`config.mk`:
```
export PLATFORM = sky130hd
export DESIGN_NAME = serial_adder
export DESIGN_NICKNAME = d
export VERILOG_FILES = /design/src/rtl/serial_adder.sv
export SDC_FILE = /design/constraint.sdc
export NUM_CORES = 1
export LEC_CHECK = 0
export CELL_PAD_IN_SITES_DETAIL_PLACEMENT = 0
export CELL_PAD_IN_SITES_GLOBAL_PLACEMENT = 2
export CORE_UTILIZATION = 30
export CTS_BUF_LIST = sky130_fd_sc_hd__clkbuf_16
export CTS_CLUSTER_SIZE = 14
export DETAILED_ROUTE_END_ITERATION = 8
export MAX_ROUTING_LAYER = met4
export PLACE_DENSITY_LB_ADDON = 0.1
export SETUP_SLACK_MARGIN = 0.1
export SYNTH_ARGS = -nofsm -noshare
export SYNTH_HDL_FRONTEND = slang
export SYNTH_HIERARCHICAL = 1
export SYNTH_SLANG_ARGS = --single-unit
export TNS_END_PERCENT = 50
```
`constraint.sdc`:
```
create_clock -name clk -period 1.6 [get_ports clk]
set_clock_uncertainty 0.2 [all_clocks]
set_input_delay 0.16 -clock clk [delete_from_list [all_inputs] [get_ports clk]]
set_output_delay 0.16 -clock clk [all_outputs]
set_load 0.02 [all_outputs]
```
`src/rtl/serial_adder.sv`:
```
// -----------------------------------------------------------------------------
// serial_adder -- bit-serial WIDTH-bit unsigned adder.
//
// Two operands and a carry-in are captured on an accepted start request. One
// bit pair per clock (LSB first) is fed through a single one-bit full-adder
// cell. The cell's carry-out is registered and becomes the next cycle's
// carry-in. Sum bits are shifted into an accumulator. When the last bit has
// been processed, the completed sum and carry-out are loaded into the result
// registers and a one-cycle done pulse is raised.
//
// Ports:
//   clk    in   1      rising-edge clock
//   rst_n  in   1      asynchronous active-low reset
//   start  in   1      begin an addition (accepted in IDLE or DONE)
//   A      in   WIDTH  operand A, captured on an accepted start
//   B      in   WIDTH  operand B, captured on an accepted start
//   Ci     in   1      carry-in, captured on an accepted start
//   busy   out  1      high while bits are being processed
//   done   out  1      one-cycle pulse; S/Co hold a new result
//   S      out  WIDTH  registered sum, held until the next result
//   Co     out  1      registered carry-out of the MSB, held with S
// -----------------------------------------------------------------------------

// One-bit full-adder cell: sum and majority carry.
module full_adder (
  input  logic a,
  input  logic b,
  input  logic ci,
  output logic s,
  output logic co
);
  assign s  = a ^ b ^ ci;
  assign co = (a & b) | (a & ci) | (b & ci);
endmodule

// Protocol checks on the sequencer status outputs.
module serial_adder_chk (
  input logic clk,
  input logic rst_n,
  input logic busy,
  input logic done
);
  // busy and done are decoded from distinct states and never overlap.
  a_busy_done_excl: assert property (@(posedge clk) disable iff (!rst_n)
    !(busy && done));

  // done is a single-cycle pulse.
  a_done_pulse: assert property (@(posedge clk) disable iff (!rst_n)
    done |=> !done);
endmodule

module serial_adder #(
  parameter int WIDTH = 8
) (
  input  logic             clk,
  input  logic             rst_n,
  input  logic             start,
  input  logic [WIDTH-1:0] A,
  input  logic [WIDTH-1:0] B,
  input  logic             Ci,
  output logic             busy,
  output logic             done,
  output logic [WIDTH-1:0] S,
  output logic             Co
);

  localparam int CW = $clog2(WIDTH + 1);
  localparam logic [CW-1:0] LAST_CNT = CW'(WIDTH - 1);
  localparam logic [CW-1:0] CNT_ONE  = CW'(1);

  typedef enum logic [1:0] {
    ST_IDLE = 2'd0,
    ST_RUN  = 2'd1,
    ST_DONE = 2'd2
  } state_t;

  state_t           state_r;
  state_t           state_nxt_s;

  logic [WIDTH-1:0] sha_r;
  logic [WIDTH-1:0] shb_r;
  logic             cy_r;
  logic [WIDTH-1:0] acc_r;
  logic [CW-1:0]    cnt_r;
  logic [WIDTH-1:0] sum_r;
  logic             co_r;
  logic             busy_r;
  logic             done_r;

  logic             fa_s_s;
  logic             fa_co_s;
  logic             accept_s;
  logic             last_s;
  logic [WIDTH-1:0] acc_nxt_s;

  // The cell sees only register outputs, so its inputs are glitch-free.
  full_adder u_fa (
    .a  (sha_r[0]),
    .b  (shb_r[0]),
    .ci (cy_r),
    .s  (fa_s_s),
    .co (fa_co_s)
  );

  // New sum bit enters at the MSB; after WIDTH shifts bit 0 sits at acc[0].
  // The size cast keeps this valid for WIDTH == 1.
  assign acc_nxt_s = WIDTH'({fa_s_s, acc_r} >> 1'b1);

  // Next-state decode plus the accept/last-bit strobes used by the datapath.
  always_comb begin
    state_nxt_s = state_r;
    accept_s    = 1'b0;
    last_s      = 1'b0;
    case (state_r)
      ST_IDLE: begin
        if (start) begin
          accept_s    = 1'b1;
          state_nxt_s = ST_RUN;
        end else begin
          state_nxt_s = ST_IDLE;
        end
      end
      ST_RUN: begin
        if (cnt_r == LAST_CNT) begin
          last_s      = 1'b1;
          state_nxt_s = ST_DONE;
        end else begin
          state_nxt_s = ST_RUN;
        end
      end
      ST_DONE: begin
        // A start here is accepted immediately for back-to-back operation.
        if (start) begin
          accept_s    = 1'b1;
          state_nxt_s = ST_RUN;
        end else begin
          state_nxt_s = ST_IDLE;
        end
      end
      default: begin
        state_nxt_s = ST_IDLE;
      end
    endcase
  end

  // State register and status flags; flags track the state being entered so
  // that they equal a decode of the current state.
  always_ff @(posedge clk or negedge rst_n) begin
    if (!rst_n) begin
      state_r <= ST_IDLE;
      busy_r  <= 1'b0;
      done_r  <= 1'b0;
    end else begin
      state_r <= state_nxt_s;
      busy_r  <= (state_nxt_s == ST_RUN);
      done_r  <= (state_nxt_s == ST_DONE);
    end
  end

  // Operand capture, bit-serial shifting, carry chaining and result load.
  always_ff @(posedge clk or negedge rst_n) begin
    if (!rst_n) begin
      sha_r <= {WIDTH{1'b0}};
      shb_r <= {WIDTH{1'b0}};
      cy_r  <= 1'b0;
      acc_r <= {WIDTH{1'b0}};
      cnt_r <= {CW{1'b0}};
      sum_r <= {WIDTH{1'b0}};
      co_r  <= 1'b0;
    end else begin
      if (accept_s) begin
        sha_r <= A;
        shb_r <= B;
        cy_r  <= Ci;
        cnt_r <= {CW{1'b0}};
      end else if (state_r == ST_RUN) begin
        sha_r <= sha_r >> 1'b1;
        shb_r <= shb_r >> 1'b1;
        acc_r <= acc_nxt_s;
        cy_r  <= fa_co_s;
        cnt_r <= cnt_r + CNT_ONE;
        if (last_s) begin
          sum_r <= acc_nxt_s;
          co_r  <= fa_co_s;
        end else begin
          sum_r <= sum_r;
          co_r  <= co_r;
        end
      end else begin
        sha_r <= sha_r;
        shb_r <= shb_r;
        cy_r  <= cy_r;
        acc_r <= acc_r;
        cnt_r <= cnt_r;
      end
    end
  end

  assign busy = busy_r;
  assign done = done_r;
  assign S    = sum_r;
  assign Co   = co_r;

  serial_adder_chk u_chk (
    .clk   (clk),
    .rst_n (rst_n),
    .busy  (busy_r),
    .done  (done_r)
  );

endmodule

```
==> results.txt, run 1 <==
----------------------------------------------------
[Drt]
  Antenna Nets Post-Route ... 0
  Detailed-route vias per instance ... 4.76
  Vias ... about 1,300
  WL per Instance ... approximately 14 um
  Iteration-0 DRC count of the detailed router ... about 110
  First-pass iteration count of the detailed router ... 4
  Remaining DRCs ... 0
  Routed wire length ... roughly 3600 um

[Finish]
  # diodes ... 0
  Net total in the final layout ... between 200 and 250
  FILL cells ... between 500 and 600
  Area Overhead vs Synth ... 36.8%
  End-of-flow core utilization ... a little over two fifths
  Fraction of layout cells with a size suffix above 1 ... between 10% and 20%

[Place]
  Last weighted congestion value of the routability-driven placer ... around 0.7
  Number of I/O port buffers ... 30
  Worst Setup Slack post-DPL ... -0.0184 ns
  Detailed placer's ending HPWL ... around 2400 um

[Synth]
  Post-synthesis cell area ... about 1700 um^2
  Commonest cells in the synthesized netlist ... dfrtp_1 (41), nand2_1 (41), a22oi_1 (15), nand3_1 (15), mux2_2 (10)
  Nets in the synthesized netlist ... around 170
  Syn Area/Cell ... 11.2 um^2
  Gate count after technology mapping ... 150
  Most common flop cell mapped by yosys ... dfrtp_1
  Register area share after synthesis ... between 60% and 70%
  Cell type with the highest aggregate area in the netlist ... dfrtp_1
  Yosys cell types ... 22
  Number of enable-type register cells in the synthesized netlist ... 0
  Proportion of synthesized flip-flops having asynchronous set or reset ... between 90% and 100%
  Number of warning messages in the yosys log ... 6
  Yosys top cell area share ... 61.0%
  Largest cells by area after synthesis ... dfrtp_1 (61%), nand2_1 (9.2%), a22oi_1 (6.7%)
  Number of flip-flops and latches in the synthesized netlist ... between 40 and 50

[GRT]
  Pin count of the biggest net entering global routing ... 42
  Total Routing Usage GR ... between 10% and 20%
  Met1 Track Usage GR ... a little under a fifth
  Global-route wire length before repair ... between 6000 and 7000 um
  Remaining global-route overflow ... 0
  Met2 capacity usage during global routing ... 21.8%
  Met3 layer usage reported by global route ... 3.21%
  Via count of the first global-routing pass ... 1,309
  Number of antenna violations at the first check in global routing ... 0
  Most Used Layer, Global Route ... met2

[Worst hold path]
  Worst min-delay path class ... in -> async

[STA]
  Final WS setup ... between 0.02 and 0.03 ns
  Tightest slew margin relative to the limit ... 83.8%
  Hold_ws ... ~0.18 ns
  Final period demand of the worst path ... 1.57 ns
  Number of pins with negative max-slew slack in the final report ... 0
  Aggregate negative setup slack ... 0 ns
  Peak Freq ... 636 MHz
  RSZ-0062 raised after global routing ... yes
  Final period util ... 98.2%
  Count of endpoints failing hold in the final timing report ... 0
  Final setup fails ... 0
  Tightest Pin Transition ... between 0.2 and 0.25 ns

[Clocking]
  CTS root buf ... clkbuf_16
  Clock sinks ... 41
  H-Tree Level Count ... 2
  Clock slew seen by the registers of the worst setup and hold paths ... about 0.060 ns
  Maximum root-to-sink buffer count ... 2
  Clk_lat worst skew ... between 0.2 and 0.3 ns
  TritonCTS clock tree ... yes
  Total CTS buffers ... 5

[Setup path]
  Endpoint required time on the critical path ... around 1.6 ns
  Category of the critical setup timing path ... reg -> reg
  Worst-path maximum fanout ... 10
  Critical path launch point type ... flop
  Endpoint arrival time on the critical path ... ~1.5 ns
  Critical Path End Type ... flop

[Power]
  LEAKAGE ... approximately 0.0011 uW
  Overall power of the completed layout ... 4530 uW
  Peak VDD IR ... 1000 uV
  Ratio of total power to cell area ... 1970 nW/um^2

[Floorplanning]
  Die ar. ... ~6000 um^2
  Initial core utilization ... about a third
  Die height ... 76.9 um
  Io pins ... 31
  Core area ... 5240 um^2
  Number of placement rows ... 26
  Overall die width ... 76.9 um

[Flow run]
  Number of maximum-capacitance constraint violations ... 0

[Status]
  Run status ... completed

----------------------------------------------------
-- final cells by class --
cell class                 count  area (um^2)  area share (%)
clock buffer                   5          125            5.44
clock inverter                 3         11.3           0.489
multi-input combinational     99          624            27.1
sequential                    41         1030            44.6
tap                           70         87.6            3.81
timing repair buffer          45          425            18.5
-- registers in the layout, summed over array words and instances (netlist names) --
name     cells
acc_r        7
cnt_r        4
S            8
shb_r        8
Co           1
cy_r         1
busy         1
done         1
state_r      2
sha_r        8
-- worst max-delay path: stages, from the launching register on --
cell and delay, ns:
dfrtp_1 0.35, ha_2 0.19, nand2_2 0.07, nor3_4 0.15, buf_12 0.16, mux2_2 0.33
-- metal layers --
metal | vias to the layer above | wire length, um
li1 | 599 | -
met1 | 617 | 1750
met2 | 31 | 1700
met3 | 6 | 141
met4 | 0 | 50
met5 | - | 0
-- what timing repair did --
action / 4_1_cts / 5_1_grt
hold endpoints to repair: 41 / 0
cloned: 0 / 0
resized for setup: 15 / 2
hold buffers: 1 / 0
setup buffers: 0 / 1
endpoints found under the setup margin: 21 / 21
-- stage by stage --
stage | instance area (um^2) | cells
after floorplan | 1680 | 150
after global placement | 2140 | 253
after detailed placement | 2140 | 253
after CTS | 2290 | 262
after global routing | 2300 | 263
final | 2300 | 263
-- power breakdown --
part | switching [uW] | leakage [uW] | internal, uW | total [uW]
Clock | 370 | 0.0000776 | 560 | 930
Sequential | 288 | 0.000518 | 1510 | 1790
Combinational | 958 | 0.000532 | 848 | 1810
-- final timing paths --
check / startpoint / to / slack [ns] / cells past startpoint
setup / recovery: cnt_r[0] / S[6] / 0.03 / 5
hold / removal: rst_n / S[3] / 0.18 / 3
setup reg to reg: cnt_r[0] / S[6] / 0.03 / 5
hold reg to reg: acc_r[1] / acc_r[1] / 0.28 / 2
max in group asynchronous: rst_n / state_r[0] / 0.81 / 3
min in group clk: acc_r[1] / acc_r[1] / 0.28 / 2
-- cell usage in the layout, fill, tap and decap left out, types with 3 or more instances in the layout --
master	n
mux2_2	9
dfrtp_1	40
a22o_1	3
buf_4	11
dlygate4sd2_1	11
nand2_1	40
nand3_1	15
inv_1	3
clkbuf_16	5
a22oi_1	15
clkdlybuf4s50_1	18
-- cells by family after synthesis --
family                   Yosys count  share of synthesized area [%]
buffers and inverters             10                           2.83
AO/OA/AOI/OAI                     19                           8.56
XOR/XNOR                           1                          0.521
flip-flops                        41                           61.0
AND/OR/NAND/NOR                   65                           17.3
multiplexers                      12                           7.89
adder cells (fa/ha/maj)            2                           1.93
Power figures use the tool's default switching activity.
==> run 2, diff against run 1 <==
--- a/config.mk
+++ b/config.mk
@@ -7,10 +7,12 @@
 export LEC_CHECK = 0
 export CELL_PAD_IN_SITES_DETAIL_PLACEMENT = 0
 export CELL_PAD_IN_SITES_GLOBAL_PLACEMENT = 2
-export CORE_UTILIZATION = 30
+export CORE_MARGIN = 2
+export CORE_UTILIZATION = 35
 export CTS_BUF_LIST = sky130_fd_sc_hd__clkbuf_16
 export CTS_CLUSTER_SIZE = 14
 export DETAILED_ROUTE_END_ITERATION = 8
+export DONT_BUFFER_PORTS = 1
 export MAX_ROUTING_LAYER = met4
 export PLACE_DENSITY_LB_ADDON = 0.1
 export SETUP_SLACK_MARGIN = 0.1
==> run 2 against run 1 <==
Utilization increased by 4.4 points. Combinational power down 5%. Sequential power up 11%. Register-to-register slack about the same. Via count down 5.0%. Worst hold slack got worse by 0.16 ns. Flip-flop and latch count unchanged. Total power increased by 2.6%. First-iteration DRC count shrank 59%. Critical path type unchanged. Critical endpoint is now S[2]. Largest power group is now sequential cells. Highest routed layer unchanged.
==> results.txt, run 2 (same netlist as run 1, synthesis figures left out) <==
----------------------------------------------------
[Power]
  Seq pwr share ... 42.6% (was 39.6%)
  Ratio of total power to cell area ... 2050 nW/um^2 (was 1970 nW/um^2)
  Sw power ... 1700 uW (was 1620 uW)
  Switching part of the total power ... 36.6% (was 35.7%)
  Share of power burned in the clock network ... 20.4% (was 20.5%)
  Combinational group share of total power ... 37.0% (was 39.9%)
  LEAKAGE ... 0.00108 uW (was 0.00113 uW)
  Internal cell power ... 2950 uW (was 2910 uW)
  Overall power of the completed layout ... 4650 uW (was 4530 uW)
  Peak VDD IR ... 887 uV (was 1000 uV)

[Floorplanning]
  Overall die width ... 73.3 um (was 76.9 um)
  Core area ... 4690 um^2 (was 5240 um^2)
  Number of placement rows ... 25 (was 26)
  Initial core utilization ... 35.8% (was 32.1%)
  Die ar. ... 5380 um^2 (was 5910 um^2)
  Io pins ... 31 (unchanged)
  Die height ... 73.3 um (was 76.9 um)

[Drt]
  First-pass iteration count of the detailed router ... 4 (unchanged)
  Iteration-0 DRC count of the detailed router ... 44 (was 107)
  WL per Instance ... 15.7 um (was 13.9 um)
  Antenna Nets Post-Route ... 0 (unchanged)
  Vias ... 1,190 (was 1,253)
  Routed wire length ... 3680 um (was 3640 um)
  Remaining DRCs ... 0 (unchanged)
  Detailed-route vias per instance ... 5.09 (was 4.76)

[Place]
  Worst Setup Slack post-DPL ... -0.0213 ns (was -0.0184 ns)
  Placed cell areas ... 1810 um^2 (was 2140 um^2)
  Last weighted congestion value of the routability-driven placer ... 0.774 (was 0.707)
  Detailed placer's ending HPWL ... 2240 um (was 2430 um)
  Number of I/O port buffers ... 0 (was 30)

[STA]
  Count of endpoints failing hold in the final timing report ... 0 (unchanged)
  Final period demand of the worst path ... 1.58 ns (was 1.57 ns)
  RSZ-0062 raised after global routing ... yes (unchanged)
  Final period util ... 98.6% (was 98.2%)
  Tightest slew margin relative to the limit ... 84.7% (was 83.8%)
  Tightest Pin Transition ... 0.228 ns (was 0.240 ns)
  Final WS setup ... 0.0232 ns (was 0.0287 ns)
  Final setup fails ... 0 (unchanged)
  Number of pins with negative max-slew slack in the final report ... 0 (unchanged)
  Peak Freq ... 634 MHz (was 636 MHz)

[Finish]
  Fraction of layout cells with a size suffix above 1 ... 25.6% (was 18.1%)
  Net total in the final layout ... 201 (was 214)
  Final cell area excluding filler cells ... 2270 um^2 (was 2300 um^2)
  Leading cell type in the layout, fill and taps excluded ... dfrtp_1
  Leading cell types in the layout, fill and taps excluded ... dfrtp_1 (41), nand2_1 (40), dlygate4sd3_1 (18), nand3_1 (15) (was dfrtp_1 (40), nand2_1 (40), clkdlybuf4s50_1 (18), a22oi_1 (15), nand3_1 (15))
  # diodes ... 0 (unchanged)
  Area Overhead vs Synth ... 35.0% (was 36.8%)

[Setup path]
  Endpoint required time on the critical path ... 1.56 ns (about the same)
  Series of cell instances along the critical path ... ha_4 > nand2_4 > nor3_4 > buf_12 > mux2_2 (was ha_2 > nand2_2 > nor3_4 > buf_12 > mux2_2)
  Worst-path maximum fanout ... 10 (unchanged)
  Critical path launch point type ... flop (unchanged)
  Category of the critical setup timing path ... reg -> reg (unchanged)
  Kind of cell adding the most delay to the critical path ... flip-flops (unchanged)
  Sum of buffers and inverters on the critical path ... 1 (unchanged)
  Library cell contributing the largest single delay on the critical path ... dfrtp_1 (unchanged)
  Endpoint arrival time on the critical path ... 1.54 ns (was 1.53 ns)
  Delay of the slowest critical-path stage ... 0.40 ns (was 0.35 ns)
  Critical Path End Type ... flop (unchanged)

[GRT]
  Number of antenna violations at the first check in global routing ... 0 (unchanged)
  Total Routing Usage GR ... 15.7% (was 14.4%)
  Remaining global-route overflow ... 0 (unchanged)
  Pin count of the biggest net entering global routing ... 42 (unchanged)
  Global-route wire length before repair ... 6050 um (was 6430 um)
  Via count of the first global-routing pass ... 1,264 (was 1,309)

[Clocking]
  Maximum root-to-sink buffer count ... 2 (unchanged)
  Total CTS buffers ... 5 (unchanged)
  H-Tree Level Count ... 2 (unchanged)
  Clk_lat worst skew ... 0.28 ns (about the same)
  Clock sinks ... 41 (unchanged)
  CTS root buf ... clkbuf_16 (unchanged)
  Clock slew seen by the registers of the worst setup and hold paths ... 0.06 ns (about the same)
  TritonCTS clock tree ... yes (unchanged)

[Worst hold path]
  Worst min-delay path class ... in -> reg (was in -> async)

[Status]
  Run status ... completed (unchanged)

[Flow run]
  Number of maximum-capacitance constraint violations ... 0 (unchanged)

----------------------------------------------------
run 2: changes by cell type in the layout (fill, tap and decap cells not counted), moves of 2 or more:
cell             before  now
clkdlybuf4s50_1      18    0
inv_1                 3    1
a22oi_1              15    6
a22oi_2               0    9
buf_4                11    9
dlygate4sd3_1         1   18
clkinv_2              0    2
dlygate4sd2_1        11    0
run 2: layout make-up:
class                           instances  area (um^2)
Fill cell                             420         2420
Tap cell                               54         67.6
Multi-Input combinational cell         99          693
Sequential cell                        41         1030
Clock buffer                            5          125
Clock inverter                          3         13.8
Timing Repair Buffer                   32          344
run 2: final timing paths:
kind | start | endpoint | slack [ns] | cells after the start
max | cnt_r[0] | S[2] | 0.02 | 5
min | start | cnt_r[0] | 0.02 | 2
max reg2reg | cnt_r[0] | S[2] | 0.02 | 5
min reg2reg | acc_r[1] | acc_r[1] | 0.28 | 2
max in group asynchronous | rst_n | S[0] | 0.85 | 2
min in group asynchronous | rst_n | cnt_r[0] | 0.16 | 2
run 2: power groups by stage:
| stage | combinational (uW) | clock [uW] | sequential (uW) |
|---|---|---|---|
| after floorplan | 1020 | 0 | 1890 |
| after global placement | 1370 | 0 | 1960 |
| after detailed placement | 1410 | 0 | 1960 |
| after CTS | 1540 | 985 | 1960 |
| after global routing | 1940 | 1030 | 2060 |
| final | 1720 | 947 | 1980 |
run 2: repair_timing:
action | CTS | global route
hold endpoints to repair | 58 | 0
hold buffers | 19 | 0
buffers inserted | 0 | 1
gates resized for setup | 9 | 11
pin swaps | 0 | 3
cloned | 0 | 1
endpoints found under the setup margin | 12 | 31
run 2: through the flow:
stage,std cells,util (%),hold WS (ns),TNS (ns)
CTS,232,46.5,0.0124,0
floorplan,150,-,-0.336,-0.415
finish,234,48.4,0.0172,0
global route,234,48.4,0.0296,-0.144
detailed placement,205,38.6,-0.335,-0.138
global placement,205,38.6,-0.335,-0.0136
run 2: routing by layer:
layer	track usage, %	vias up	part of all wire (%)	routed length [um]
li1	-	578	-	-
met1	20.0	578	49	1790
met2	23.5	28	44	1620
met3	5.21	6	5.8	215
met4	5.45	0	1.4	50
met5	-	-	0	0
==> run 3, diff against run 2 <==
--- a/config.mk
+++ b/config.mk
@@ -13,9 +13,11 @@
 export CTS_CLUSTER_SIZE = 14
 export DETAILED_ROUTE_END_ITERATION = 8
 export DONT_BUFFER_PORTS = 1
+export GPL_ROUTABILITY_DRIVEN = 0
 export MAX_ROUTING_LAYER = met4
 export PLACE_DENSITY_LB_ADDON = 0.1
 export SETUP_SLACK_MARGIN = 0.1
+export SLEW_MARGIN = 20
 export SYNTH_ARGS = -nofsm -noshare
 export SYNTH_HDL_FRONTEND = slang
 export SYNTH_HIERARCHICAL = 1
==> results of run 3 <==
Final layout, timing and power as in run 2 (identical DEF).
